## src/rtl/spw_tx_credit_sched_pkg.sv

```systemverilog
// Shared state encoding and credit constants for the SpaceWire TX credit scheduler.
package spw_tx_credit_sched_pkg;

  typedef enum logic [2:0] {
    S_IDLE  = 3'd0,
    S_FETCH = 3'd1,
    S_LATCH = 3'd2,
    S_SEND  = 3'd3,
    S_TCODE = 3'd4
  } state_t;

  localparam int SPW_CREDIT_STEP = 8;
  localparam int SPW_CREDIT_MAX  = 56;
  localparam int CTRL_BIT        = 8;

endpackage

```

## src/rtl/spw_credit_counter.sv

```systemverilog
// Outstanding FCT credit: add a step per FCT, subtract one per latched N-char, flag overflow.
module spw_credit_counter
  import spw_tx_credit_sched_pkg::*;
#(
  parameter int CWIDTH      = 6,
  parameter int CREDIT_STEP = SPW_CREDIT_STEP,
  parameter int CREDIT_MAX  = SPW_CREDIT_MAX
) (
  input  logic              clock,
  input  logic              reset,
  input  logic              clear,
  input  logic              fct,
  input  logic              dec,
  output logic [CWIDTH-1:0] credit,
  output logic              credit_error
);

  localparam int SW = CWIDTH + 2;

  logic [SW-1:0] base;
  logic [SW-1:0] next_sum;
  logic          overflow;

  // Two guard bits keep credit + step from wrapping before the limit compare.
  always_comb begin
    base     = {2'b00, credit} - SW'(dec);
    next_sum = base + (fct ? SW'(CREDIT_STEP) : '0);
    overflow = fct && (next_sum > SW'(CREDIT_MAX));
  end

  always_ff @(posedge clock or negedge reset) begin
    if (!reset) begin
      credit       <= '0;
      credit_error <= 1'b0;
    end else if (clear) begin
      credit       <= '0;
      credit_error <= 1'b0;
    end else begin
      credit_error <= overflow;
      credit       <= overflow ? base[CWIDTH-1:0] : next_sum[CWIDTH-1:0];
    end
  end

endmodule

```

## src/rtl/spw_tx_credit_sched.sv

```systemverilog
// Pops the TX FIFO under FCT credit and offers N-chars and time-codes to the encoder.
// Defining SPW_TX_STATS_EN adds the nchar_count/eop_count statistics outputs.
module spw_tx_credit_sched
  import spw_tx_credit_sched_pkg::*;
#(
  parameter int DWIDTH      = 9,
  parameter int CWIDTH      = 6,
  parameter int CREDIT_STEP = SPW_CREDIT_STEP,
  parameter int CREDIT_MAX  = SPW_CREDIT_MAX
) (
  input  logic              clock,
  input  logic              reset,
  input  logic              link_run,
  input  logic              got_fct,
  input  logic              fifo_empty,
  input  logic [DWIDTH-1:0] fifo_data,
  output logic              fifo_rd_en,
  input  logic              tick_in,
  input  logic [7:0]        time_in,
  input  logic              tx_ready,
  output logic              tx_valid,
  output logic [DWIDTH-1:0] tx_data,
  output logic              tc_valid,
  output logic [7:0]        tc_data,
  output logic [CWIDTH-1:0] credit,
  output logic              credit_error
`ifdef SPW_TX_STATS_EN
  ,
  output logic [15:0]       nchar_count,
  output logic [15:0]       eop_count
`endif
);

  state_t     state;
  logic       tc_pending;
  logic [7:0] tc_value;

  spw_credit_counter #(
    .CWIDTH      (CWIDTH),
    .CREDIT_STEP (CREDIT_STEP),
    .CREDIT_MAX  (CREDIT_MAX)
  ) u_credit (
    .clock        (clock),
    .reset        (reset),
    .clear        (!link_run),
    .fct          (got_fct),
    .dec          (state == S_LATCH),
    .credit       (credit),
    .credit_error (credit_error)
  );

  always_ff @(posedge clock or negedge reset) begin
    if (!reset) begin
      state      <= S_IDLE;
      fifo_rd_en <= 1'b0;
      tx_valid   <= 1'b0;
      tx_data    <= '0;
      tc_valid   <= 1'b0;
      tc_data    <= '0;
      tc_pending <= 1'b0;
      tc_value   <= '0;
    end else if (!link_run) begin
      state      <= S_IDLE;
      fifo_rd_en <= 1'b0;
      tx_valid   <= 1'b0;
      tc_valid   <= 1'b0;
      tc_pending <= 1'b0;
    end else begin
      fifo_rd_en <= 1'b0;
      if (tick_in) begin
        tc_pending <= 1'b1;
        tc_value   <= time_in;
      end
      case (state)
        S_IDLE: begin
          if (tc_pending) begin
            // A tick arriving this same cycle is the newest value, so send it.
            state    <= S_TCODE;
            tc_valid <= 1'b1;
            tc_data  <= tick_in ? time_in : tc_value;
          end else if (!fifo_empty && (credit != '0)) begin
            state      <= S_FETCH;
            fifo_rd_en <= 1'b1;
          end
        end
        S_FETCH: state <= S_LATCH;
        S_LATCH: begin
          tx_data  <= fifo_data;
          tx_valid <= 1'b1;
          state    <= S_SEND;
        end
        S_SEND: begin
          if (tx_ready) begin
            tx_valid <= 1'b0;
            state    <= S_IDLE;
          end
        end
        S_TCODE: begin
          if (tx_ready) begin
            tc_valid <= 1'b0;
            state    <= S_IDLE;
            if (!tick_in) tc_pending <= 1'b0;
          end
        end
        default: state <= S_IDLE;
      endcase
    end
  end

`ifdef SPW_TX_STATS_EN
  always_ff @(posedge clock or negedge reset) begin
    if (!reset) begin
      nchar_count <= '0;
      eop_count   <= '0;
    end else if (link_run && (state == S_SEND) && tx_ready) begin
      nchar_count <= nchar_count + 16'd1;
      if (tx_data[CTRL_BIT]) eop_count <= eop_count + 16'd1;
    end
  end
`endif

endmodule

```

## config.mk

```make
export PLATFORM = sky130hd
export DESIGN_NAME = spw_tx_credit_sched
export DESIGN_NICKNAME = d
export VERILOG_FILES = /design/src/rtl/spw_tx_credit_sched_pkg.sv /design/src/rtl/spw_credit_counter.sv /design/src/rtl/spw_tx_credit_sched.sv
export SDC_FILE = /design/constraint.sdc
export NUM_CORES = 1
export LEC_CHECK = 0
export ABC_AREA = 1
export BUFFER_PORTS_ARGS = -buffer_cell sky130_fd_sc_hd__buf_2
export CAP_MARGIN = 15
export CELL_PAD_IN_SITES_DETAIL_PLACEMENT = 2
export CELL_PAD_IN_SITES_GLOBAL_PLACEMENT = 2
export CORE_ASPECT_RATIO = 2
export CORE_UTILIZATION = 30
export DETAILED_ROUTE_END_ITERATION = 12
export PLACE_DENSITY = 0.88
export SYNTH_ARGS = -nofsm -noshare
export SYNTH_HDL_FRONTEND = slang
export SYNTH_SLANG_ARGS = --single-unit
```

## constraint.sdc

```tcl
create_clock -name clock -period 3 [get_ports clock]
set_input_delay 0.45 -clock clock [delete_from_list [all_inputs] [get_ports clock]]
set_output_delay 0.45 -clock clock [all_outputs]
set_load 0.1 [all_outputs]
```

# ---- Word level (Yosys, flattened, before mapping)
# Cells that the tools add are included.
dict set report op_classes {
  add_sub_neg 2
  mux 25
  n_reduce_logical 11
  n_eq_ne 11
  order_cmp 1
}
# operator n
set ops {}
lappend ops {{1-bit 2-to-1 mux} 14}
lappend ops {{3-bit 2-to-1 mux} 4}
lappend ops {{6-bit 2-to-1 mux} 2}
lappend ops {{3-bit case mux with 4 select lines} 1}
lappend ops {{3-bit != test (second input constant)} 3}
lappend ops {{8-bit adder} 1}
lappend ops {{8-bit by 6-bit greater-than comparator with 1-bit output (second input constant)} 1}
lappend ops {{8-bit 2-to-1 mux} 1}
lappend ops {{6-bit by 1-bit subtractor with 7-bit output} 1}
lappend ops {{3-bit by 2-bit equality test with 1-bit output (second input constant)} 2}
lappend ops {{3-bit by 1-bit != test with 1-bit output (second input constant)} 2}
lappend ops {{2-bit AND reduction} 3}
lappend ops {{3-bit AND reduction} 2}
lappend ops {{6-bit nonzero test} 1}
lappend ops {{4-bit 2-to-1 mux} 1}
lappend ops {{4-bit != test (second input constant)} 1}
lappend ops {{1-bit case mux with 2 select lines} 2}
lappend ops {{3-bit by 1-bit equality test with 1-bit output (second input constant)} 1}
lappend ops {{3-bit equality test (second input constant)} 1}
lappend ops {{3-bit zero test} 1}
lappend ops {{3-bit by 2-bit != test with 1-bit output (second input constant)} 1}
lappend ops {{1-bit logical AND} 2}
lappend ops {{2-bit OR reduction} 1}
lappend ops {{1-bit zero test} 1}
dict set report word_totals {
  output_inout_bits 27
  ff_bits 39
}

# ---- Logic depth before layout (Yosys ltp)
dict set report depth {
  word_depth 7
  mapped_depth 17
  mapped_depth_nobuf 17
}

# ---- Cells and area by module
# From an unflattened synthesis, not the netlist that was laid out.
dict set report unflattened {
  hier_cells 243
  hier_area_um2 1958.1
}
# mod seq_area_each_um2 area_per_inst_um2 n_inst cells_per_inst
set modules_own_cells {}
lappend modules_own_cells {spw_tx_credit_sched 800.8 1445.1 1 170}
lappend modules_own_cells {spw_credit_counter 175.2 513.0 1 73}

# ---- Worst setup path after synthesis
# OpenSTA, ideal clock, no wires.
dict set report synth_timing {
  path_kind {flip-flop to flip-flop}
  startpoint {register u_credit.credit[0]}
  endpoint {register u_credit.credit[3]}
  path_buffers 0
  required_ns 2.881
  t_arrival_ns 2.655
  setup_ns 0.119
  synth_period_minus_slack_ns 2.774
  path_slack_ns 0.226
  stages_incl_launch_ff 15
  cell_sequence {dfrtp_1 > inv_1 > ha_1 > nand2_1 > xor2_1 > inv_1 > ha_1 > ha_1 > nand2_1 > a21oi_1 > nand3_2 > nand3_4 > nand3_1 > nand2_1 > nor2_1}
}
dict set report synth_between {
  elab_chain_len 6
}
# item line_no
set synth_lines {}
lappend synth_lines {{start: declaration} spw_credit_counter.sv:14} ;# output logic [CWIDTH-1:0] credit,
lappend synth_lines {{start signal: assignment} spw_credit_counter.sv:40} ;# credit <= overflow ? base[CWIDTH-1:0] : next_sum[CWIDTH-1:0];
lappend synth_lines {{6-bit by 1-bit subtractor with 7-bit output *} spw_credit_counter.sv:26} ;# base = {2'b00, credit} - SW'(dec);
lappend synth_lines {{8-bit adder} spw_credit_counter.sv:27} ;# next_sum = base + (fct ? SW'(CREDIT_STEP) : '0);
lappend synth_lines {{8-bit by 6-bit greater-than comparator with 1-bit output} spw_credit_counter.sv:28} ;# overflow = fct && (next_sum > SW'(CREDIT_MAX));
lappend synth_lines {{1-bit logical AND} spw_credit_counter.sv:28}
lappend synth_lines {{6-bit 2-to-1 mux *} spw_credit_counter.sv:40}
lappend synth_lines {{6-bit 2-to-1 mux *} spw_credit_counter.sv:35} ;# end else if (clear) begin
# Every way passes the cells marked *; elsewhere a longest branch is shown, timed or not.
# A chain may end at the register's enable or synchronous reset.

# ---- Final worst setup path
dict set report layout_timing {
  startpoint {register state[2]}
  endpoint {register u_credit.credit[4]}
}
dict set report layout_between {
  elab_chain_len 7
}
# item line_no
set layout_lines {}
lappend layout_lines {{start: declaration} spw_tx_credit_sched.sv:34} ;# state_t state;
lappend layout_lines {{start signal: assignment} spw_tx_credit_sched.sv:54} ;# state <= S_IDLE;
lappend layout_lines {{start signal: assignment} spw_tx_credit_sched.sv:63} ;# state <= S_IDLE;
lappend layout_lines {{start signal: assignment} spw_tx_credit_sched.sv:78} ;# state <= S_TCODE;
lappend layout_lines {{3-bit by 2-bit equality test with 1-bit output *} spw_tx_credit_sched.sv:47} ;# .dec (state == S_LATCH),
lappend layout_lines {{6-bit by 1-bit subtractor with 7-bit output *} spw_credit_counter.sv:26}
lappend layout_lines {{8-bit adder} spw_credit_counter.sv:27}
lappend layout_lines {{8-bit by 6-bit greater-than comparator with 1-bit output} spw_credit_counter.sv:28}
lappend layout_lines {{1-bit logical AND} spw_credit_counter.sv:28}
lappend layout_lines {{6-bit 2-to-1 mux *} spw_credit_counter.sv:40}
lappend layout_lines {{6-bit 2-to-1 mux *} spw_credit_counter.sv:35}
# Marks and branches as above.

==> flow_summary.toml <==
[run_status]
status = "completed"

[final_layout]
nets = 309
fillers = 763
fin_area_sq_um = 2460
drive_above_1_share_pct = 29.4
syn2layout_area_growth_pct = 27.5
multi_input_area_sq_um = 813
final_cell_count_no_fill = 368
register_area_sq_um = 976
n_antenna_cell = 0

[timing]
fin_tns_setup_ns = 0
setup_slack_ns = 0.360
finalHoldViolCount = 0
max_freq_mhz = 379
fin_skew_ns = 0.00615
rsz0062_at_grt = "false"
fin_crit_sh_pct = 88.0
worst_pin_slew_ns = 0.876
min_period_ns = 2.64
slew_violations = 0
setup_viol = 0
relSlewSlack_pct = 41.6

[critical_path]
cp-start-kind = "register"
critPathCaptureType = "register"
slowest_stage = "dfrtp_1"
critPathMaxFanout = 7
cp_data_required_time_ns = 3.17
cp_common_cell = "nand2_1"
crit_chain = "nor2_1 > nand2_1 > inv_1 > ha_1 > nand2_1 > xor2_1 > inv_1 > ha_1 > ha_1 > nand2_1 > a21oi_1 > nand3_2 > nand3_4 > nand3_1 > nand2_1 > nor2_1"
cp.arrival_ns = 2.81
slowest_delay_ns = 0.42
path_class = "register to register"

[synthesis]
yosys.area_share.simple_pct = 27.1
ys.flop_type = "dfrtp_1"
yosysTopAreaCellShare_pct = 50.6
syn_area_sq_um = 1930
yosys_warnings = 0
synthMuxAreaShare_pct = 0
avgSynthCellArea_sq_um = 8.41
syn_inst = 229
synthArstFlopShare_pct = 100
yosysUniqueCellTypes = 29
synth-xor-area-share_pct = 2.34
synth_top_family_by_area = "simple AND/OR/NAND/NOR gates"
synth.most_common_cell = "nand2_1"
synth-edff-count = 0
synth.largest_area_cell = "dfrtp_1"
synth_compound_area_share_pct = 10.2
synthTopCellsByCount = "nand2_1, dfrtp_1, inv_1, o21ai_1, nor2_1"
synth_fp_nets = 257
synthAdderAreaFrac_pct = 2.60
yosysSeqAreaShare_pct = 50.6
synth_area_leaders = "dfrtp_1, nand2_1, o21ai_1"
ys_seq_elements = 39

[floorplanning]
die_area_sq_um = 6770
die_w_microns = 58.7
rows = 41
ios = 51
start_util_pct = 30.8
dieHeight_microns = 115
core_sq_um = 6260

[global_routing]
track_usage_pct = 19.3
antenna_found_initial = 0
grt-ovfl-total = 0
grt_start_max_net_pins = 40
grt_pass1_wl_microns = 9390
grt_pass1_vias = 1953

[cts]
cts_tree = "done"
clock_sinks = 39
ctsResizeCount = 0
cts_htree_levels = 2
insertion_delay_ns = 0.30
root_buffer = "clkbuf_16"
cts_buffers = 5
post_cts_buffers = 0
clk_pin_slew_worst_paths_ns = 0.06
clockBufferDepth = 2
cts-hold-fix-buffers = 0

[drt]
vias = 1738
wirelength_microns = 5630
drtAntennaViolNets = 0
route.detailed.drc = 0
wl_per_cell_microns = 15.3
viasPerCell = 4.72
first_pass_iters = 4
drt_iter0_drc = 42

[placement]
hpwl_microns = 4320
dp_cells = 360
gp_congestion = 0.756
place_area_sq_um = 2260
portBuffers = 50
place_ws_ns = 0.401

[flow_run]
drv_cap = 0

[min_path]
min_path_type = "input port to asynchronous set/reset pin"
## kinds of logic (layout without fill, tap and decap cells)
| family | after synthesis | count (layout) |
|---|---|---|
| XOR/XNOR | 3 | 3 |
| adder cells (fa/ha/maj) | 4 | 4 |
| buffers and inverters | 35 | 88 |
| AO/OA/AOI/OAI | 36 | 36 |
| flip-flops | 39 | 39 |
| AND/OR/NAND/NOR | 112 | 112 |
## per-layer routing
metal	vias up	share of wire (%)	global-route usage [%]	routed length, microns
li1	819	-	-	-
met1	876	34	17.8	1910
met2	36	60	37.5	3390
met3	7	3.7	4.72	209
met4	0	2.2	9.05	126
met5	-	0	0	0
## worst max-delay path, delay by kind of cell (launching register included)
kind / cells / cell delay (ns)
compound gates: 1 / 0.18
xor+xnor: 1 / 0.21
buf+inv: 2 / 0.14
fa+ha+maj: 3 / 0.77
flops: 1 / 0.42
simple gates: 9 / 0.79
## sequential cells by signal (all words and copies together), names as in the netlist
| register | cells |
|---|---|
| tx_data | 9 |
| tc_data | 8 |
| tc_value | 8 |
| u_credit.credit | 6 |
| state | 3 |
| fifo_rd_en | 1 |
| tc_pending | 1 |
| tc_valid | 1 |
| tx_valid | 1 |
| u_credit.credit_error | 1 |
## area by class of cell
class	count	share of cell area [%]
clock buffers	5	5.09
clock inverters	3	2.75
inverters	29	4.43
multi-input cells	155	33.1
flip-flops and latches	39	39.7
well taps	86	4.38
repair buffers	51	10.5
## per-stage QoR
stage	hold WS (ns)	utilization (%)
after CTS	0.313	39.2
after detailed placement	0.460	36.2
final	0.268	39.2
after global routing	0.350	39.2
after global placement	0.455	36.2
after floorplan	0.154	-
## cells in the final DEF (no fill, tap or decap), types with 2 or more instances in the layout
| master | synthesis | routed |
|---|---|---|
| o21ai_1 | 18 | 18 |
| buf_2 | 2 | 50 |
| clkbuf_16 | 0 | 5 |
| o21ai_0 | 10 | 10 |
| inv_1 | 20 | 20 |
| nand3_2 | 5 | 5 |
| a21oi_1 | 5 | 5 |
| ha_1 | 4 | 4 |
| nand3_1 | 5 | 5 |
| nor2_4 | 2 | 2 |
| nand4_1 | 4 | 4 |
| inv_2 | 9 | 9 |
| nor2_1 | 17 | 17 |
| bufinv_16 | 0 | 2 |
| nand2_1 | 71 | 71 |
| dfrtp_1 | 39 | 39 |
| nor2_2 | 2 | 2 |
## path summary, 6_finish.rpt
path | cells after the start | to | startpoint | slack, ns
min in group clock | 2 | tx_valid | tx_ready | 0.35
max in group asynchronous | 1 | tc_valid | reset | 2.17
setup / recovery | 16 | u_credit.credit[4] | state[2] | 0.36
hold / removal | 1 | tc_value[2] | reset | 0.27
setup reg to reg | 16 | u_credit.credit[4] | state[2] | 0.36
hold reg to reg | 2 | tx_data[8] | tx_data[8] | 0.47
Power is left out: the tool's default activity adds up to more than one toggle a clock period on the data nets, which glitch-free logic cannot reach.
